`src/rtl/trap_ctrl_if.sv`:
```
// Trap controller bus: EX-stage event inputs and redirect/CSR outputs.
// slave = trap_ctrl side, master = pipeline/next-PC side.
interface trap_ctrl_if;
    logic        ext_int_req;
    logic        ex_valid;
    logic        stall;
    logic [31:0] pc_ex;
    logic        ill_ex;
    logic        ecall_ex;
    logic        mret_ex;
    logic        redirect;
    logic [31:0] redirect_pc;
    logic        flush;
    logic [31:0] sepc;
    logic [31:0] scause;
    logic        in_handler;
    logic [31:0] trap_count;

    modport slave (
        input  ext_int_req, ex_valid, stall, pc_ex,
        input  ill_ex, ecall_ex, mret_ex,
        output redirect, redirect_pc, flush,
        output sepc, scause, in_handler, trap_count
    );

    modport master (
        output ext_int_req, ex_valid, stall, pc_ex,
        output ill_ex, ecall_ex, mret_ex,
        input  redirect, redirect_pc, flush,
        input  sepc, scause, in_handler, trap_count
    );
endinterface

```
`src/rtl/trap_ctrl.sv`:
```
// Trap entry/return sequencer: arbitrates ILL/ECALL/external IRQ in EX,
// keeps SEPC/SCAUSE, and issues a one-cycle redirect+flush to next-PC.
// Ports: clk, rstn (sync, active-low), bus (trap_ctrl_if.slave).
// Optional: define TRAP_CNT_EN to enable the trap_count register.
module trap_ctrl #(
    parameter logic [31:0] VEC_EXT   = 32'h00000a7c,
    parameter logic [31:0] VEC_ILL   = 32'h00000b78,
    parameter logic [31:0] VEC_ECALL = 32'h00000b28
) (
    input  logic         clk,
    input  logic         rstn,
    trap_ctrl_if.slave   bus
);

    typedef enum logic [1:0] {
        IDLE    = 2'd0,
        ENTER   = 2'd1,
        HANDLER = 2'd2,
        RETURN  = 2'd3
    } state_t;

    state_t      state_q, state_d;
    logic        int_pend_q, int_pend_d;
    logic        ext_prev_q;
    logic [31:0] sepc_q, sepc_d;
    logic [31:0] scause_q, scause_d;
    logic [31:0] rpc_q, rpc_d;
    logic        take_trap;
    logic        take_int;
    logic        eligible;
    logic        ext_rise;

    assign eligible = bus.ex_valid & ~bus.stall;
    assign ext_rise = bus.ext_int_req & ~ext_prev_q;

    always_comb begin
        state_d   = state_q;
        sepc_d    = sepc_q;
        scause_d  = scause_q;
        rpc_d     = rpc_q;
        take_trap = 1'b0;
        take_int  = 1'b0;
        unique case (state_q)
            IDLE: begin
                if (eligible) begin
                    if (bus.ill_ex) begin
                        take_trap = 1'b1;
                        scause_d  = 32'd2;
                        sepc_d    = bus.pc_ex + 32'd4;
                        rpc_d     = VEC_ILL;
                    end else if (bus.ecall_ex) begin
                        take_trap = 1'b1;
                        scause_d  = 32'd8;
                        sepc_d    = bus.pc_ex + 32'd4;
                        rpc_d     = VEC_ECALL;
                    end else if (int_pend_q) begin
                        // EX instruction is killed and replayed on return
                        take_trap = 1'b1;
                        take_int  = 1'b1;
                        scause_d  = 32'd1;
                        sepc_d    = bus.pc_ex;
                        rpc_d     = VEC_EXT;
                    end
                    if (take_trap) state_d = ENTER;
                end
            end
            ENTER: state_d = HANDLER;
            HANDLER: begin
                if (eligible && bus.mret_ex) begin
                    rpc_d   = sepc_q;
                    state_d = RETURN;
                end
            end
            RETURN: state_d = IDLE;
        endcase
        // a fresh edge in the same cycle as the take re-arms the request
        int_pend_d = ext_rise | (int_pend_q & ~take_int);
    end

    always_ff @(posedge clk) begin
        if (!rstn) begin
            state_q    <= IDLE;
            int_pend_q <= 1'b0;
            // track the level during reset so a held request is not an edge
            ext_prev_q <= bus.ext_int_req;
            sepc_q     <= '0;
            scause_q   <= '0;
            rpc_q      <= '0;
        end else begin
            state_q    <= state_d;
            int_pend_q <= int_pend_d;
            ext_prev_q <= bus.ext_int_req;
            sepc_q     <= sepc_d;
            scause_q   <= scause_d;
            rpc_q      <= rpc_d;
        end
    end

`ifdef TRAP_CNT_EN
    logic [31:0] cnt_q;

    always_ff @(posedge clk) begin
        if (!rstn) cnt_q <= '0;
        else if (take_trap) cnt_q <= cnt_q + 32'd1;
    end

    assign bus.trap_count = cnt_q;
`else
    assign bus.trap_count = '0;
`endif

    assign bus.redirect    = (state_q == ENTER) || (state_q == RETURN);
    assign bus.flush       = (state_q == ENTER) || (state_q == RETURN);
    assign bus.in_handler  = (state_q != IDLE);
    assign bus.redirect_pc = rpc_q;
    assign bus.sepc        = sepc_q;
    assign bus.scause      = scause_q;

endmodule

```
`src/flat_wrapper.sv`:
```
// flat-port wrapper written by rule: the top's interface ports become plain ports
module trap_ctrl_flat 
#(
    parameter logic [31:0] VEC_EXT   = 32'h00000a7c,
    parameter logic [31:0] VEC_ILL   = 32'h00000b78,
    parameter logic [31:0] VEC_ECALL = 32'h00000b28
)
  (clk, rstn, bus_ext_int_req, bus_ex_valid, bus_stall, bus_pc_ex, bus_ill_ex, bus_ecall_ex, bus_mret_ex, bus_redirect, bus_redirect_pc, bus_flush, bus_sepc, bus_scause, bus_in_handler, bus_trap_count);
  trap_ctrl_if bus_i ();
  input  logic clk;
  input  logic rstn;
  input wire logic [$bits(bus_i.ext_int_req)-1:0] bus_ext_int_req;
  input wire logic [$bits(bus_i.ex_valid)-1:0] bus_ex_valid;
  input wire logic [$bits(bus_i.stall)-1:0] bus_stall;
  input wire logic [$bits(bus_i.pc_ex)-1:0] bus_pc_ex;
  input wire logic [$bits(bus_i.ill_ex)-1:0] bus_ill_ex;
  input wire logic [$bits(bus_i.ecall_ex)-1:0] bus_ecall_ex;
  input wire logic [$bits(bus_i.mret_ex)-1:0] bus_mret_ex;
  output wire logic [$bits(bus_i.redirect)-1:0] bus_redirect;
  output wire logic [$bits(bus_i.redirect_pc)-1:0] bus_redirect_pc;
  output wire logic [$bits(bus_i.flush)-1:0] bus_flush;
  output wire logic [$bits(bus_i.sepc)-1:0] bus_sepc;
  output wire logic [$bits(bus_i.scause)-1:0] bus_scause;
  output wire logic [$bits(bus_i.in_handler)-1:0] bus_in_handler;
  output wire logic [$bits(bus_i.trap_count)-1:0] bus_trap_count;
  assign bus_i.ext_int_req = bus_ext_int_req;
  assign bus_i.ex_valid = bus_ex_valid;
  assign bus_i.stall = bus_stall;
  assign bus_i.pc_ex = bus_pc_ex;
  assign bus_i.ill_ex = bus_ill_ex;
  assign bus_i.ecall_ex = bus_ecall_ex;
  assign bus_i.mret_ex = bus_mret_ex;
  assign bus_redirect = bus_i.redirect;
  assign bus_redirect_pc = bus_i.redirect_pc;
  assign bus_flush = bus_i.flush;
  assign bus_sepc = bus_i.sepc;
  assign bus_scause = bus_i.scause;
  assign bus_in_handler = bus_i.in_handler;
  assign bus_trap_count = bus_i.trap_count;
  trap_ctrl #(.VEC_EXT(VEC_EXT), .VEC_ILL(VEC_ILL), .VEC_ECALL(VEC_ECALL)) u_core (.clk(clk), .rstn(rstn), .bus(bus_i));
endmodule
```
`config.mk`:
```
export PLATFORM = sky130hd
export DESIGN_NAME = trap_ctrl_flat
export DESIGN_NICKNAME = d
export VERILOG_FILES = /design/src/rtl/trap_ctrl_if.sv /design/src/rtl/trap_ctrl.sv /design/src/flat_wrapper.sv
export SDC_FILE = /design/constraint.sdc
export NUM_CORES = 1
export LEC_CHECK = 0
export CORE_ASPECT_RATIO = 2
export CORE_MARGIN = 3
export CORE_UTILIZATION = 42
export DETAILED_ROUTE_END_ITERATION = 8
export PLACE_DENSITY = 0.81
export SYNTH_ARGS = -nofsm -noshare
export SYNTH_HDL_FRONTEND = slang
export SYNTH_SLANG_ARGS = --single-unit
```
`constraint.sdc`:
```
create_clock -name clk -period 2.75 [get_ports clk]
set_input_delay 0.55 -clock clk [delete_from_list [all_inputs] [get_ports clk]]
set_output_delay 0.55 -clock clk [all_outputs]
set_load 0.05 [all_outputs]
```
Word-level counts from Yosys, hierarchy flattened
Index checks and enable logic that the tools add are counted.
{"block": "classes", "addsub": 1, "n_eq_ne": 7, "n_mux": 25, "bitwise_logic": 7, "reduce_logical": 9}
{"operator": "32-bit two-way mux", "count": 11}
{"operator": "32-bit one-hot mux with 2 select lines", "count": 1}
{"operator": "32-bit by 3-bit adder with 32-bit output (second input constant)", "count": 1}
{"operator": "1-bit two-way mux", "count": 9}
{"operator": "2-bit one-hot mux with 4 select lines", "count": 1}
{"operator": "2-bit two-way mux", "count": 3}
{"operator": "3-bit AND reduction", "count": 2}
{"operator": "2-bit == test (second input constant)", "count": 2}
{"operator": "2-bit by 1-bit != test with 1-bit output (second input constant)", "count": 2}
{"operator": "4-bit by 3-bit != test with 1-bit output (second input constant)", "count": 1}
{"operator": "4-bit AND reduction", "count": 1}
{"operator": "2-bit nonzero test", "count": 2}
{"operator": "1-bit AND", "count": 3}
{"operator": "1-bit inverter", "count": 3}
{"operator": "3-bit nonzero test", "count": 1}
{"operator": "2-bit by 1-bit == test with 1-bit output (second input constant)", "count": 1}
{"operator": "2-bit logical NOT", "count": 1}
{"operator": "2-bit != test (second input constant)", "count": 1}
{"operator": "1-bit logical AND", "count": 1}
{"operator": "1-bit logical OR", "count": 1}
{"operator": "1-bit bitwise OR", "count": 1}
{"block": "word_totals", "reg_bits": 100, "input_bits": 40, "word_cells": 55}

Depth between registers and ports, before layout
Gate-level depths: netlist of the first run.
{"block": "depth", "ltp_word": 8, "mapped_depth": 9, "depth_no_buf": 6}

Worst setup path before layout of the first run
No wires, ideal clock.
{"block": "synth_path", "path_type": "input port to flip-flop", "from": "in bus_pc_ex[2]", "to": "reg u_core.sepc_q[22], in the netlist u_core.bus.sepc[22]", "arrival_time_ns": 2.004, "required_ns": 2.676, "slack_ns": 0.672, "path_stages": 6, "n_path_buf": 1, "path_cell_list": "ha_1 > o211ai_1 > or4_1 > buf_2 > or4_1 > a31oi_1"}
{"block": "synth_between", "elab_chain_len": 3}
{"item": "start, declared", "line": "flat_wrapper.sv:15", "source": "input wire logic [$bits(bus_i.pc_ex)-1:0] bus_pc_ex;"}
{"item": "32-bit by 3-bit adder with 32-bit output (*)", "line": "trap_ctrl.sv:49, trap_ctrl.sv:54"}
{"item": "32-bit two-way mux", "line": "trap_ctrl.sv:51", "source": "end else if (bus.ecall_ex) begin"}
{"item": "32-bit two-way mux (*)", "line": "trap_ctrl.sv:46", "source": "if (bus.ill_ex) begin"}
{"item": "end signal, assigned", "line": "trap_ctrl.sv:93", "source": "sepc_q <= sepc_d;"}
{"item": "end, declared", "line": "trap_ctrl.sv:25", "source": "logic [31:0] sepc_q, sepc_d;"}
Every way passes the cells marked *; elsewhere a longest branch is shown, timed or not.
A chain may end at the register's enable or synchronous reset.

Worst setup path after layout of the first run
{"block": "layout_path", "from": "reg u_core.state_q[1]", "to": "out bus_redirect"}
{"block": "layout_between", "elab_chain_len": 2, "word_cells_on_any_way": 3, "classes_between": "eq/ne (2); reduce/logical (1)"}
{"item": "start, declared", "line": "trap_ctrl.sv:22", "source": "state_t state_q, state_d;"}
{"item": "start signal, assigned", "line": "trap_ctrl.sv:90", "source": "state_q <= state_d;"}
{"item": "2-bit by 1-bit == test with 1-bit output or 2-bit == test (tied branches)", "line": "trap_ctrl.sv:112", "source": "assign bus.redirect = (state_q == ENTER) || (state_q == RETURN);"}
{"item": "1-bit logical OR (*)", "line": "trap_ctrl.sv:112"}
{"item": "end, declared", "line": "flat_wrapper.sv:19", "source": "output wire logic [$bits(bus_i.redirect)-1:0] bus_redirect;"}
Marks and branches as above.

==> results of run 1 <==
==> per-layer routing <==
| layer | GRT usage, % | part of all wire (%) |
|---|---|---|
| met3 | 4.21 | 7.9 |
| met5 | 0 | 0 |
| met2 | 39.0 | 53 |
| met1 | 22.5 | 33 |
| met4 | 14.7 | 5.8 |
==> path summary, 6_finish.rpt <==
kind	startpoint	to	slack, ns	cells past startpoint
setup / recovery	u_core.state_q[1]	bus_redirect	0.24	4
setup reg to reg	u_core.state_q[0]	u_core.bus.redirect_pc[30]	0.72	7
hold reg to reg	u_core.bus.redirect_pc[8]	u_core.bus.redirect_pc[8]	0.47	2
hold / removal	u_core.bus.redirect_pc[8]	u_core.bus.redirect_pc[8]	0.47	2
==> metrics by stage <==
stage / worst slack (ns) / cells / util, % / total power [mW] / area (µm²)
global placement: 0.140 / 650 / 57.1 / 2.78 / 4800
global route: 0.175 / 666 / 60.8 / 4.20 / 5110
CTS: 0.218 / 666 / 60.8 / 4.04 / 5110
finish: 0.244 / 666 / 60.8 / 4.02 / 5110
detailed placement: 0.0503 / 650 / 57.1 / 2.81 / 4800
floorplan: 0.672 / 502 / - / 2.36 / 3930
==> power by group <==
group | switching, mW | internal (mW)
logic | 1.08 | 0.468
registers | 0.103 | 1.15
clock network | 0.433 | 0.786
total | 1.62 | 2.41
==> final cells by class <==
type | count | area [µm²]
inverter | 12 | 45.0
clock buffer | 9 | 225
fill | 723 | 3300
sequential | 71 | 1420
tap | 98 | 123
clock inverter | 7 | 87.6
multi-input combinational | 332 | 1910
timing repair buffer | 137 | 1300
==> worst reg2reg max path, cell delays in order, from the launching register on <==
cell	delay [ns]
dfxtp_1	0.33
inv_1	0.11
ha_1	0.39
mux2i_1	0.16
a211o_1	0.37
buf_4	0.24
a22oi_1	0.21
nor2_1	0.07
==> logic make-up (layout without fill, tap and decap cells) <==
family,Yosys count,count (layout)
simple gates,129,129
compound gates,123,123
buf+inv,99,165
flops,71,71
xor+xnor,12,12
fa+ha+maj,6,6
other cells,1,61
mux,1,1
==> sequential cells by signal, indices dropped and copies added (netlist names) <==
signal,cells
u_core.ext_prev_q,1
u_core.bus.sepc,32
u_core.int_pend_q,1
u_core.bus.scause,3
u_core.bus.redirect_pc,32
u_core.state_q,2
==> cells in the final DEF (no fill, tap or decap), types with 5 or more instances in the layout <==
master           synthesis  routed
clkdlybuf4s50_1          0     109
dfxtp_1                 71      71
conb_1                   1      61
nor2_1                  43      42
o21ai_0                 37      37
buf_4                   62      28
a22oi_1                 25      25
nand2_1                 20      20
a21oi_1                 20      20
nor3_1                  12      12
inv_1                   11      11
a211oi_1                11      10
a31oi_1                 10      10
xnor2_1                  9       9
clkbuf_16                0       9
nand3_1                  8       8
or3_1                    8       8
nand4_1                  6       6
or4_1                    6       6
o31ai_1                  6       6
ha_1                     6       6
nor4_1                   5       5
and4_1                   5       5
==> results.txt, run 1 <==
Outcome = finished, final reports clean
Number of synthesized flops with an enable pin = 0
Worst clock skew = 0.00598 ns
Hpwl dp = 8530 µm
P_leak = 1.92 nW
Longest Clk Path Bufs = 2
CP arrival = 1.96 ns
Critical path's slowest cell = clkdlybuf4s50_1
Largest net degree at the start of global routing = 34
Worst Setup End Kind = output pin
Hold slack = 0.470 ns
Mapped Cells = 442
Synth top cells by count = dfxtp_1, buf_4, nor2_1
Placer Congestion = 0.899
Synth top area cells = dfxtp_1, buf_4, a22oi_1, o21ai_0, nor2_1
1st-pass router iterations = 5
Xor and xnor area share after synthesis = 2.84%
#FFs+latches synth = 71
Largest family of logic cells by synthesized area = compound AO/OA/AOI/OAI gates
GRT overflow = 0
Core Box Area = 8410 µm²
Crit-path cells = inv_1, ha_1, or2_2, clkdlybuf4s50_1
Synth Area in Simple Gates = 18.5%
WP data required = 2.20 ns
Power Density = 787 nW/µm²
Mapped Avg Cell Area = 8.38 µm²
Post-Syn Area = 3700 µm²
Die area = 10100 µm²
Max Fclk = 399 MHz
Period minus WS final = 2.51 ns
CP bufs+invs = 2
Crit path launch type = register
Hold-fix buffers, CTS = 0
Root buf cell = clkbuf_16
Vias per cell = 5.44
Mux cell area share after synthesis = 0.270%
Peak supply drop = 0.000373 V
Worst-margin pin slew = 0.570 ns
Final Cycle Share = 91.1%
IO buf count = 109
Clock tree sinks = 71
Main synth FF type = dfxtp_1
Synth area leader = dfxtp_1
Antenna Nets Post-Route = 0
Count leader, synth = dfxtp_1
Final slew viol count = 0
Worst-path fanout max = 4
Layout cells sized above 1 = 10.2%
Warning count from the yosys run = 0
Clk_lat worst skew = 0.33 ns
Layout net count = 609
Antenna Cells = 0
Routed WL = 11000 µm
Netlist cell types = 45
First-pass GRT wire length = 17200 µm
Ports = 171
Vias in the first global route = 3484
Total global-route track usage = 22.0%
Share of the synthesized area in the top cell type = 38.4%
Worst setup path class = register to output pin
Async SR Flop Fraction = 0%
Worst-path clk slew = 0.06 ns
Fin. Hold Viols = 0
Routed via count = 3625
Die width = 72.4 µm
Cell type group with the largest total delay on the critical path = buffers and inverters
Htree depth = 3
Wire per inst = 16.5 µm
TritonCTS clock tree = yes
Hold WC Path Type = register to register
Antenna violations before repair = 0
Synthesized-area fraction occupied by adder cells = 2.03%
FP Rows = 47
Area Overhead vs Synth = 38.0%
Compound-gate portion of the synthesized area = 21.2%
Setup TNS = 0 ns
Post-CTS resize count = 0
Sequential fraction of the synthesis area = 38.4%
Starting Density = 44.1%
Initial DRC Count = 310
Unrepaired setup endpoints after global routing = no
Max_cap viols = 0
Setup violators final = 0
Drt drc = 0
Slowest stage delay, CP = 0.70 ns
Post-CTS Setup Inserts = 0
Die Span Y = 139 µm
Slew HR = 61.9%
CTS Buf Count = 9
No activity file was read; power rests on OpenSTA's default activity.
==> run 2, diff against run 1 <==
--- a/config.mk
+++ b/config.mk
@@ -8,6 +8,7 @@
 export CORE_ASPECT_RATIO = 2
 export CORE_MARGIN = 3
 export CORE_UTILIZATION = 42
+export CTS_CLUSTER_SIZE = 28
 export DETAILED_ROUTE_END_ITERATION = 8
 export PLACE_DENSITY = 0.81
 export SYNTH_ARGS = -nofsm -noshare
==> results of run 2 <==
Final layout, timing and power as in run 1 (identical DEF).
==> run 3, diff against run 2 <==
--- a/config.mk
+++ b/config.mk
@@ -11,6 +11,7 @@
 export CTS_CLUSTER_SIZE = 28
 export DETAILED_ROUTE_END_ITERATION = 8
 export PLACE_DENSITY = 0.81
+export SETUP_SLACK_MARGIN = 0.2
 export SYNTH_ARGS = -nofsm -noshare
 export SYNTH_HDL_FRONTEND = slang
 export SYNTH_SLANG_ARGS = --single-unit
==> results.txt, run 3 (synthesis gave the netlist of run 1 again) <==
Largest net degree at the start of global routing = 34
GRT overflow = 0
Hold-fix buffers, CTS = 0
Starting Density = 44.1%
Die Span Y = 139 µm
Post-CTS Setup Inserts = 0
Most frequent cells in the layout = clkdlybuf4s50_1, dfxtp_1, conb_1
Hpwl dp = 8530 µm
Setup TNS = 0 ns
Period minus WS final = 2.36 ns
Post-CTS resize count = 0
Worst Setup End Kind = register
Max_cap viols = 0
Routed WL = 11000 µm
Slowest stage delay, CP = 0.71 ns
Most common cell after layout, fill and taps aside = clkdlybuf4s50_1
CP arrival = 2.62 ns
Initial DRC Count = 310
Fin. Hold Viols = 0
TritonCTS clock tree = yes
Antenna violations before repair = 0
WP data required = 3.01 ns
Antenna Nets Post-Route = 0
Worst clock skew = 0.00601 ns
Worst-margin pin slew = 0.576 ns
Unrepaired setup endpoints after global routing = no
Clock tree sinks = 71
Outcome = finished, final reports clean
Antenna Cells = 0
Power Density = 785 nW/µm²
Crit path launch type = primary input
Placement Cell Area = 4800 µm²
Total global-route track usage = 22.0%
Worst-path clk slew = 0.06 ns
Setup violators final = 0
Placer Congestion = 0.899
Critical path's slowest cell = or4_1
Ports = 171
Vias in the first global route = 3484
Area Overhead vs Synth = 38.2%
Wire per inst = 16.5 µm
1st-pass router iterations = 4
CTS Buf Count = 9
Max Fclk = 423 MHz
Die width = 72.4 µm
Drt drc = 0
Design Area, Final = 5120 µm²
Peak supply drop = 0.000373 V
Longest Clk Path Bufs = 2
First-pass GRT wire length = 17200 µm
Crit-path cells = clkdlybuf4s50_1, nand4_1, or4_1, or4_1, a31oi_1
Final Cycle Share = 85.9%
Layout cells sized above 1 = 10.2%
Worst setup path class = primary input to register
Slew HR = 61.6%
FP Rows = 47
Layout net count = 609
IO buf count = 109
Worst-path fanout max = 8
Clk_lat worst skew = 0.33 ns
Htree depth = 3
Fillers = 719
Worst path most repeated cell = or4_1
Core Box Area = 8410 µm²
Routed via count = 3643
Die area = 10100 µm²
Final slew viol count = 0
Root buf cell = clkbuf_16
P_leak = 1.96 nW
Vias per cell = 5.47
Hold WC Path Type = register to register
[run 3: cell count changes in the layout (fill, tap and decap cells not counted), sizes merged]
cell	previous run	this run
clkdlybuf4s50	109	106
dlymetal6s2s	0	3
[run 3: per-stage QoR]
| stage | total power [mW] | utilization, % | std cells | setup WS, ns | hold slack [ns] |
|---|---|---|---|---|---|
| 6_report | 4.02 | 60.9 | 666 | 0.388 | 0.470 |
| 5_1_grt | 4.19 | 60.9 | 666 | 0.313 | 0.482 |
| 4_1_cts | 4.04 | 60.8 | 666 | 0.218 | 0.471 |
| 3_5_place_dp | 2.81 | 57.1 | 650 | 0.0503 | 0.463 |
| 3_3_place_gp | 2.78 | 57.1 | 650 | 0.140 | 0.439 |
| 2_1_floorplan | 2.36 | - | 502 | 0.672 | 0.461 |
[run 3: layout make-up]
type	count	area [µm²]	area share [%]
tap	98	123	2.39
sequential	71	1420	27.8
timing repair buffer	137	1310	25.6
clock buffer	9	225	4.40
clock inverter	7	87.6	1.71
multi-input combinational	332	1910	37.3
inverter	12	45.0	0.880
[run 3: power by group]
part | internal [mW] | switching [mW]
combinational | 0.465 | 1.08
sequential | 1.15 | 0.103
clock | 0.786 | 0.431
[run 3: final timing paths]
check,slack (ns),cells after the start,end,start
worst min-delay path,0.47,2,u_core.bus.redirect_pc[8],u_core.bus.redirect_pc[8]
worst min register to register,0.47,2,u_core.bus.redirect_pc[8],u_core.bus.redirect_pc[8]
worst max register to register,0.72,7,u_core.bus.redirect_pc[30],u_core.state_q[0]
worst max-delay path,0.39,5,u_core.bus.sepc[22],bus_pc_ex[14]
[run 3: metal layers]
layer,share of wire [%],GRT usage [%],wire length (µm)
met5,0,0,0
met4,5.9,14.7,652
met1,33,22.5,3630
met3,7.8,4.21,855
met2,53,39.0,5870
[run 3: critical path: cells and delay by family]
| kind | cells | cell delay [ns] |
|---|---|---|
| AOI/OAI and AO/OA | 1 | 0.18 |
| buffers and inverters | 1 | 0.50 |
| and+or+nand+nor | 3 | 1.39 |
